==> src/rtl/fir_pkg.sv <==
// rtl/fir_pkg.sv - shared FSM state, default widths and arithmetic helpers for fir_mac_reader
package fir_pkg;

  typedef enum logic [2:0] {
    IDLE = 3'd0,
    POP  = 3'd1,
    LOAD = 3'd2,
    MAC  = 3'd3,
    OUT  = 3'd4
  } fir_state_e;

  localparam int DWIDTH_DEF = 8;
  localparam int CWIDTH_DEF = 8;
  localparam int TAPS_DEF   = 16;

  // Full-precision accumulator width: product width plus growth for TAPS additions.
  function automatic int calc_owidth(input int dw, input int cw, input int taps);
    return dw + cw + $clog2(taps);
  endfunction

  function automatic logic signed [63:0] sat_signed(input logic signed [63:0] v, input int dw);
    logic signed [63:0] hi;
    logic signed [63:0] lo;
    hi = (64'sd1 <<< (dw - 1)) - 64'sd1;
    lo = -hi - 64'sd1;
    if (v > hi) begin
      return hi;
    end else if (v < lo) begin
      return lo;
    end
    return v;
  endfunction

endpackage

==> src/rtl/fir_mac_reader_coef_bank.sv <==
// rtl/fir_mac_reader_coef_bank.sv - TAPS x CWIDTH coefficient register file
// Synchronous write port, asynchronous read at the current tap index.
module fir_coef_bank #(
  parameter int CWIDTH = 8,
  parameter int TAPS   = 16,
  parameter int TWIDTH = 4
) (
  input  logic                     i_clk,
  input  logic                     i_rst_n,
  input  logic                     i_we,
  input  logic [TWIDTH-1:0]        i_waddr,
  input  logic signed [CWIDTH-1:0] i_wdata,
  input  logic [TWIDTH-1:0]        i_raddr,
  output logic signed [CWIDTH-1:0] o_rdata
);

  logic signed [CWIDTH-1:0] r_coef [TAPS];
  logic                     w_addr_ok;

  // Only a non-power-of-two TAPS leaves addresses that must be rejected.
  if ((1 << TWIDTH) > TAPS) begin : g_addr_chk
    assign w_addr_ok = (int'(i_waddr) < TAPS);
  end else begin : g_addr_full
    assign w_addr_ok = 1'b1;
  end

  always_ff @(posedge i_clk or negedge i_rst_n) begin
    if (!i_rst_n) begin
      for (int i = 0; i < TAPS; i++) begin
        r_coef[i] <= '0;
      end
    end else if (i_we && w_addr_ok) begin
      r_coef[i_waddr] <= i_wdata;
    end
  end

  assign o_rdata = r_coef[i_raddr];

endmodule

==> src/rtl/fir_mac_reader.sv <==
// rtl/fir_mac_reader.sv - FIFO-fed serial-MAC FIR filter with valid/ready result register
// Optional FIR_MAC_OUT_SAT_EN: round, shift by SHIFT and saturate to DWIDTH (one extra cycle).
module fir_mac_reader
  import fir_pkg::*;
#(
  parameter int DWIDTH = DWIDTH_DEF,
  parameter int CWIDTH = CWIDTH_DEF,
  parameter int TAPS   = TAPS_DEF,
  parameter int TWIDTH = $clog2(TAPS),
  parameter int OWIDTH = calc_owidth(DWIDTH, CWIDTH, TAPS),
  parameter int SHIFT  = 7
) (
  input  logic                     rd_clk,
  input  logic                     areset_n,
  input  logic                     fifo_empty,
  input  logic signed [DWIDTH-1:0] fifo_q,
  output logic                     fifo_rd,
  input  logic                     coef_we,
  input  logic [TWIDTH-1:0]        coef_addr,
  input  logic signed [CWIDTH-1:0] coef_data,
  input  logic                     flush,
  output logic                     busy,
  output logic signed [OWIDTH-1:0] dout,
  output logic                     dout_valid,
  input  logic                     dout_ready
);

  if (TAPS < 2 || SHIFT < 1 || TWIDTH != $clog2(TAPS) || OWIDTH < DWIDTH + CWIDTH + TWIDTH) begin : g_bad_params
    $error("fir_mac_reader: inconsistent parameters");
  end

  fir_state_e               r_state;
  fir_state_e               w_state_next;
  logic                     r_fifo_rd;
  logic                     r_dout_valid;
  logic signed [OWIDTH-1:0] r_dout;
  logic signed [OWIDTH-1:0] r_acc;
  logic signed [DWIDTH-1:0] r_x [TAPS];
  logic [TWIDTH-1:0]        r_k;

  logic                            w_busy;
  logic                            w_pop_next;
  logic                            w_last;
  logic                            w_coef_we;
  logic signed [CWIDTH-1:0]        w_coef;
  logic signed [DWIDTH+CWIDTH-1:0] w_prod;
  logic signed [OWIDTH-1:0]        w_prod_ext;
  logic signed [OWIDTH-1:0]        w_acc_next;

  // Writes are only safe while the MAC is not reading the bank and no result is pending.
  assign w_coef_we = coef_we && !w_busy && !r_dout_valid;

  fir_coef_bank #(
    .CWIDTH (CWIDTH),
    .TAPS   (TAPS),
    .TWIDTH (TWIDTH)
  ) u_coef_bank (
    .i_clk   (rd_clk),
    .i_rst_n (areset_n),
    .i_we    (w_coef_we),
    .i_waddr (coef_addr),
    .i_wdata (coef_data),
    .i_raddr (r_k),
    .o_rdata (w_coef)
  );

  assign w_last     = (r_k == TWIDTH'(TAPS - 1));
  assign w_prod     = r_x[r_k] * w_coef;
  assign w_prod_ext = {{(OWIDTH - DWIDTH - CWIDTH){w_prod[DWIDTH+CWIDTH-1]}}, w_prod};
  assign w_acc_next = r_acc + w_prod_ext;

  always_ff @(posedge rd_clk or negedge areset_n) begin
    if (!areset_n) begin
      r_state <= IDLE;
    end else begin
      r_state <= w_state_next;
    end
  end

  // A flush in IDLE wins over a pop; the pop is taken one cycle later.
  always_comb begin
    w_state_next = r_state;
    case (r_state)
      IDLE: if (!flush && !fifo_empty && !r_dout_valid) w_state_next = POP;
      POP:  w_state_next = LOAD;
      LOAD: w_state_next = MAC;
      MAC:  if (w_last) w_state_next = OUT;
      OUT:  w_state_next = IDLE;
      default: w_state_next = IDLE;
    endcase
  end

  always_comb begin
    w_busy     = (r_state != IDLE);
    w_pop_next = (w_state_next == POP);
  end

  always_ff @(posedge rd_clk or negedge areset_n) begin
    if (!areset_n) begin
      r_fifo_rd <= 1'b0;
    end else begin
      r_fifo_rd <= w_pop_next;
    end
  end

  always_ff @(posedge rd_clk or negedge areset_n) begin
    if (!areset_n) begin
      for (int i = 0; i < TAPS; i++) begin
        r_x[i] <= '0;
      end
      r_acc <= '0;
      r_k   <= '0;
    end else begin
      case (r_state)
        IDLE: begin
          if (flush) begin
            for (int i = 0; i < TAPS; i++) begin
              r_x[i] <= '0;
            end
          end
        end
        LOAD: begin
          r_x[0] <= fifo_q;
          for (int i = 1; i < TAPS; i++) begin
            r_x[i] <= r_x[i-1];
          end
          r_acc <= '0;
          r_k   <= '0;
        end
        MAC: begin
          r_acc <= w_acc_next;
          r_k   <= r_k + 1'b1;
        end
        default: ;
      endcase
    end
  end

  always_ff @(posedge rd_clk or negedge areset_n) begin
    if (!areset_n) begin
      r_dout       <= '0;
      r_dout_valid <= 1'b0;
    end else begin
      if (r_dout_valid && dout_ready) begin
        r_dout_valid <= 1'b0;
      end
`ifdef FIR_MAC_OUT_SAT_EN
      if (r_state == OUT) begin
        r_dout       <= OWIDTH'(sat_signed((64'(r_acc) + (64'sd1 <<< (SHIFT - 1))) >>> SHIFT, DWIDTH));
        r_dout_valid <= 1'b1;
      end
`else
      if (r_state == MAC && w_last) begin
        r_dout       <= w_acc_next;
        r_dout_valid <= 1'b1;
      end
`endif
    end
  end

  assign fifo_rd    = r_fifo_rd;
  assign busy       = w_busy;
  assign dout       = r_dout;
  assign dout_valid = r_dout_valid;

endmodule

==> config.mk <==
export PLATFORM = sky130hd
export DESIGN_NAME = fir_mac_reader
export DESIGN_NICKNAME = d
export VERILOG_FILES = /design/src/rtl/fir_pkg.sv /design/src/rtl/fir_mac_reader_coef_bank.sv /design/src/rtl/fir_mac_reader.sv
export SDC_FILE = /design/constraint.sdc
export NUM_CORES = 1
export LEC_CHECK = 0
export BUFFER_PORTS_ARGS = -buffer_cell sky130_fd_sc_hd__buf_2
export CAP_MARGIN = 20
export CORE_ASPECT_RATIO = 0.8
export CORE_MARGIN = 2
export CORE_UTILIZATION = 65
export CTS_BUF_LIST = sky130_fd_sc_hd__clkbuf_8
export DETAILED_ROUTE_END_ITERATION = 12
export PLACE_DENSITY = 0.83
export SYNTH_ARGS = -nofsm -noshare
export SYNTH_HDL_FRONTEND = slang
export SYNTH_HIERARCHICAL = 1
export SYNTH_SLANG_ARGS = --single-unit
==> constraint.sdc <==
create_clock -name rd_clk -period 7.35 [get_ports rd_clk]
set_clock_uncertainty 0.05 [all_clocks]
set_input_delay 0.735 -clock rd_clk [delete_from_list [all_inputs] [get_ports rd_clk]]
set_output_delay 0.735 -clock rd_clk [all_outputs]
set_load 0.005 [all_outputs]
==> results.json <==
{
  "slew_violations": 0,
  "rsz0062_at_grt": "no",
  "drt-initial-drc-count": 867,
  "cp.buffers_inverters": 3,
  "crit_path_top_delay_cell": "dfrtp_4",
  "fp.coreArea_um2": 25300,
  "max_stage_delay_ns": 0.59,
  "gp_congestion": 0.883,
  "rr_startpoint": "r_k[0]",
  "synth_cells": 1241,
  "antenna_cells": 0,
  "first_pass_iters": 5,
  "fmax_mhz": 144,
  "area_delta_synth_final_pct": 8.91,
  "grt_max_degree": 186,
  "path_depth": 19,
  "period_needed_ns": 6.96,
  "drt-vias-per-instance": 6.47,
  "synth_cell_types": 60,
  "finalSetupTns_ns": 0,
  "cp_top_family": "adder cells",
  "postPlaceCellArea_um2": 17200,
  "critPathCaptureType": "flip-flop",
  "synth_edf_count": 0,
  "wl_um": 37300,
  "cp_common_cell": "fa_1",
  "power.density_nw_per_um2": 321,
  "reg2reg_slack_ns": 0.39,
  "grt_pass1_wl_um": 61400,
  "ctsResizeCount": 0,
  "antenna_found_initial": 0,
  "crit_path_max_fanout": 15,
  "die_area_um2": 27100,
  "grt-ovfl-total": 0,
  "numPortBuffers": 48,
  "grt_use_total_pct": 29.3,
  "max_slew_margin_pct": 33.2,
  "ys_seq_area_share_pct": 45.5,
  "ff2ff_path_depth": 19,
  "netlist_area_um2": 16800,
  "total_power_mw": 5.87,
  "cts_tree": "done",
  "drcViolationCount": 0,
  "critical_path.startpoint_type": "flip-flop",
  "grt_pass1_vias": 11267,
  "ctsLongestPathBuffers": 3,
  "ys.flop_type": "dfrtp_1",
  "cts-root-buf": "clkbuf_8",
  "initial_core_util_pct": 66.2,
  "yosysTopAreaCellShare_pct": 45.5,
  "ys_warn_count": 6,
  "cp.required_ns": 7.74,
  "mostFrequentLayoutCells": "dfrtp_1 (303), a22o_1 (134), mux2_2 (125)",
  "timing.final.hold_violations": 0,
  "die_x_um": 184,
  "yosysTopAreaCell": "dfrtp_1",
  "finalInstanceArea_um2": 18300,
  "dp_hpwl_um": 25400,
  "leakage_nw": 9.13,
  "setup_violations": 0,
  "hp-class": "in2async",
  "synthArstFlopShare_pct": 100,
  "synth_fp_nets": 1402,
  "final_antenna_net_count": 0,
  "final_common_cell": "dfrtp_1",
  "drive_above_1_share_pct": 27.2,
  "vias": 10605,
  "crit_arrival_ns": 7.35,
  "avgSynthCellArea_um2": 13.5,
  "run_status": "completed",
  "whs_ns": 0.195,
  "period_share_pct": 94.7,
  "io_pins": 49,
  "worstReg2RegEnd": "r_acc[18]",
  "die_h_um": 148,
  "synth_seq_cells": 305,
  "tightest_slew_ns": 1.00,
  "wl_per_cell_um": 22.8,
  "vdd_drop_max_v": 0.000349,
  "criticalPathCategory": "reg2reg",
  "synthTopCellsByArea": "dfrtp_1 (46%), fa_1 (11%), mux4_2 (9.1%), mux2_2 (8.4%), a22o_1 (7.0%)",
  "clkSinkCount": 305,
  "insertion_delay_ns": 0.59,
  "drv_cap": 0,
  "fin_util_pct": 72.1,
  "fp-row-count": 52,
  "cts_setup_buffers": 0,
  "final_nets": 1441,
  "cp_cell_sequence": "buf_4 -> mux4_2 -> a22oi_1 -> nand2_1 -> and2_1 -> fa_1 -> inv_1 -> fa_1 -> inv_1 -> fa_1 -> fa_1 -> fa_1 -> ha_1 -> a21o_1 -> a21oi_1 -> a31oi_1 -> o31ai_1 -> a2111oi_0 -> a211o_1",
  "cts_hold_buf": 0,
  "htree_levels": 2,
  "cts-buffers-inserted": 47,
  "clk_pin_slew_ns": 0.07
}
[worst reg2reg max path, cell delays in order (launching register included)]
cell       delay, ns
dfrtp_4         0.59
buf_4           0.37
mux4_2          0.56
a22oi_1         0.36
nand2_1         0.27
and2_1          0.23
fa_1            0.54
inv_1           0.06
fa_1            0.54
inv_1           0.05
fa_1            0.49
fa_1            0.43
fa_1            0.38
ha_1            0.38
a21o_1          0.19
a21oi_1         0.22
a31oi_1         0.15
o31ai_1         0.45
a2111oi_0       0.21
a211o_1         0.30
[synth_stat cells, drive strengths merged, types with 6 or more instances]
master,number
nor3,8
dfrtp,305
a22o,134
fa,88
mux2,133
a21oi,12
mux4,72
nand3,12
buf,28
clkbuf,45
xor2,8
and2,37
o21ai,27
nand2b,6
nor2,25
inv,90
a22oi,16
nand2,84
xnor2,11
ha,47
[worst max-delay path by stage]
stage / start / to / slack, ns
6_report: r_k[0] / r_acc[18] / 0.39
5_1_grt: r_k[0] / r_acc[18] / 0.05
4_1_cts: r_k[0] / r_acc[18] / 0.47
3_5_place_dp: r_k[0] / r_acc[18] / 0.53
3_3_place_gp: r_k[0] / r_acc[13] / 0.65
2_1_floorplan: r_k[0] / r_acc[18] / 1.06
[power breakdown]
part	leakage (nW)	switching (mW)	internal (mW)	total [mW]
clock	0.566	0.662	0.820	1.48
sequential	4.16	0.215	1.90	2.12
combinational	4.40	1.33	0.939	2.27
total	9.13	2.20	3.66	5.87
[metrics by stage]
step / std cells / setup slack (ns)
CTS: 1637 / 0.471
detailed placement: 1554 / 0.525
floorplan: 1241 / 1.06
global placement: 1554 / 0.648
global route: 1638 / 0.0536
finish: 1638 / 0.392
[flip-flops by register name, summed over array words and instances, names as in the netlist]
signal / cells
fifo_rd: 1
r_k: 4
dout: 20
r_state: 3
u_coef_bank/r_coef: 128
r_acc: 20
r_x: 128
dout_valid: 1
[cells by family after synthesis]
| group | after synthesis | synth area share [%] |
|---|---|---|
| AO/OA/AOI/OAI | 221 | 10.4 |
| multiplexers | 205 | 18.9 |
| XOR/XNOR | 19 | 0.993 |
| buffers and inverters | 164 | 4.20 |
| AND/OR/NAND/NOR | 192 | 6.01 |
| adder cells (fa/ha/maj) | 135 | 14.0 |
| flip-flops | 305 | 45.5 |
[layout make-up]
cell class / instances / area (um^2)
Clock buffer: 65 / 895
Sequential cell: 305 / 7640
Multi-Input combinational cell: 772 / 8450
Timing Repair Buffer: 63 / 420
Fill cell: 1617 / 7050
Clock inverter: 18 / 113
Tap cell: 324 / 405
Inverter: 91 / 342
[metal layers]
layer / vias up / part of all wire, % / track usage [%]
li1: 4566 / - / -
met1: 5574 / 44 / 44.2
met2: 387 / 46 / 44.2
met3: 78 / 6.7 / 5.57
met4: 0 / 2.5 / 8.88
met5: - / 0 / 0
(Power assumes the default switching activity.)
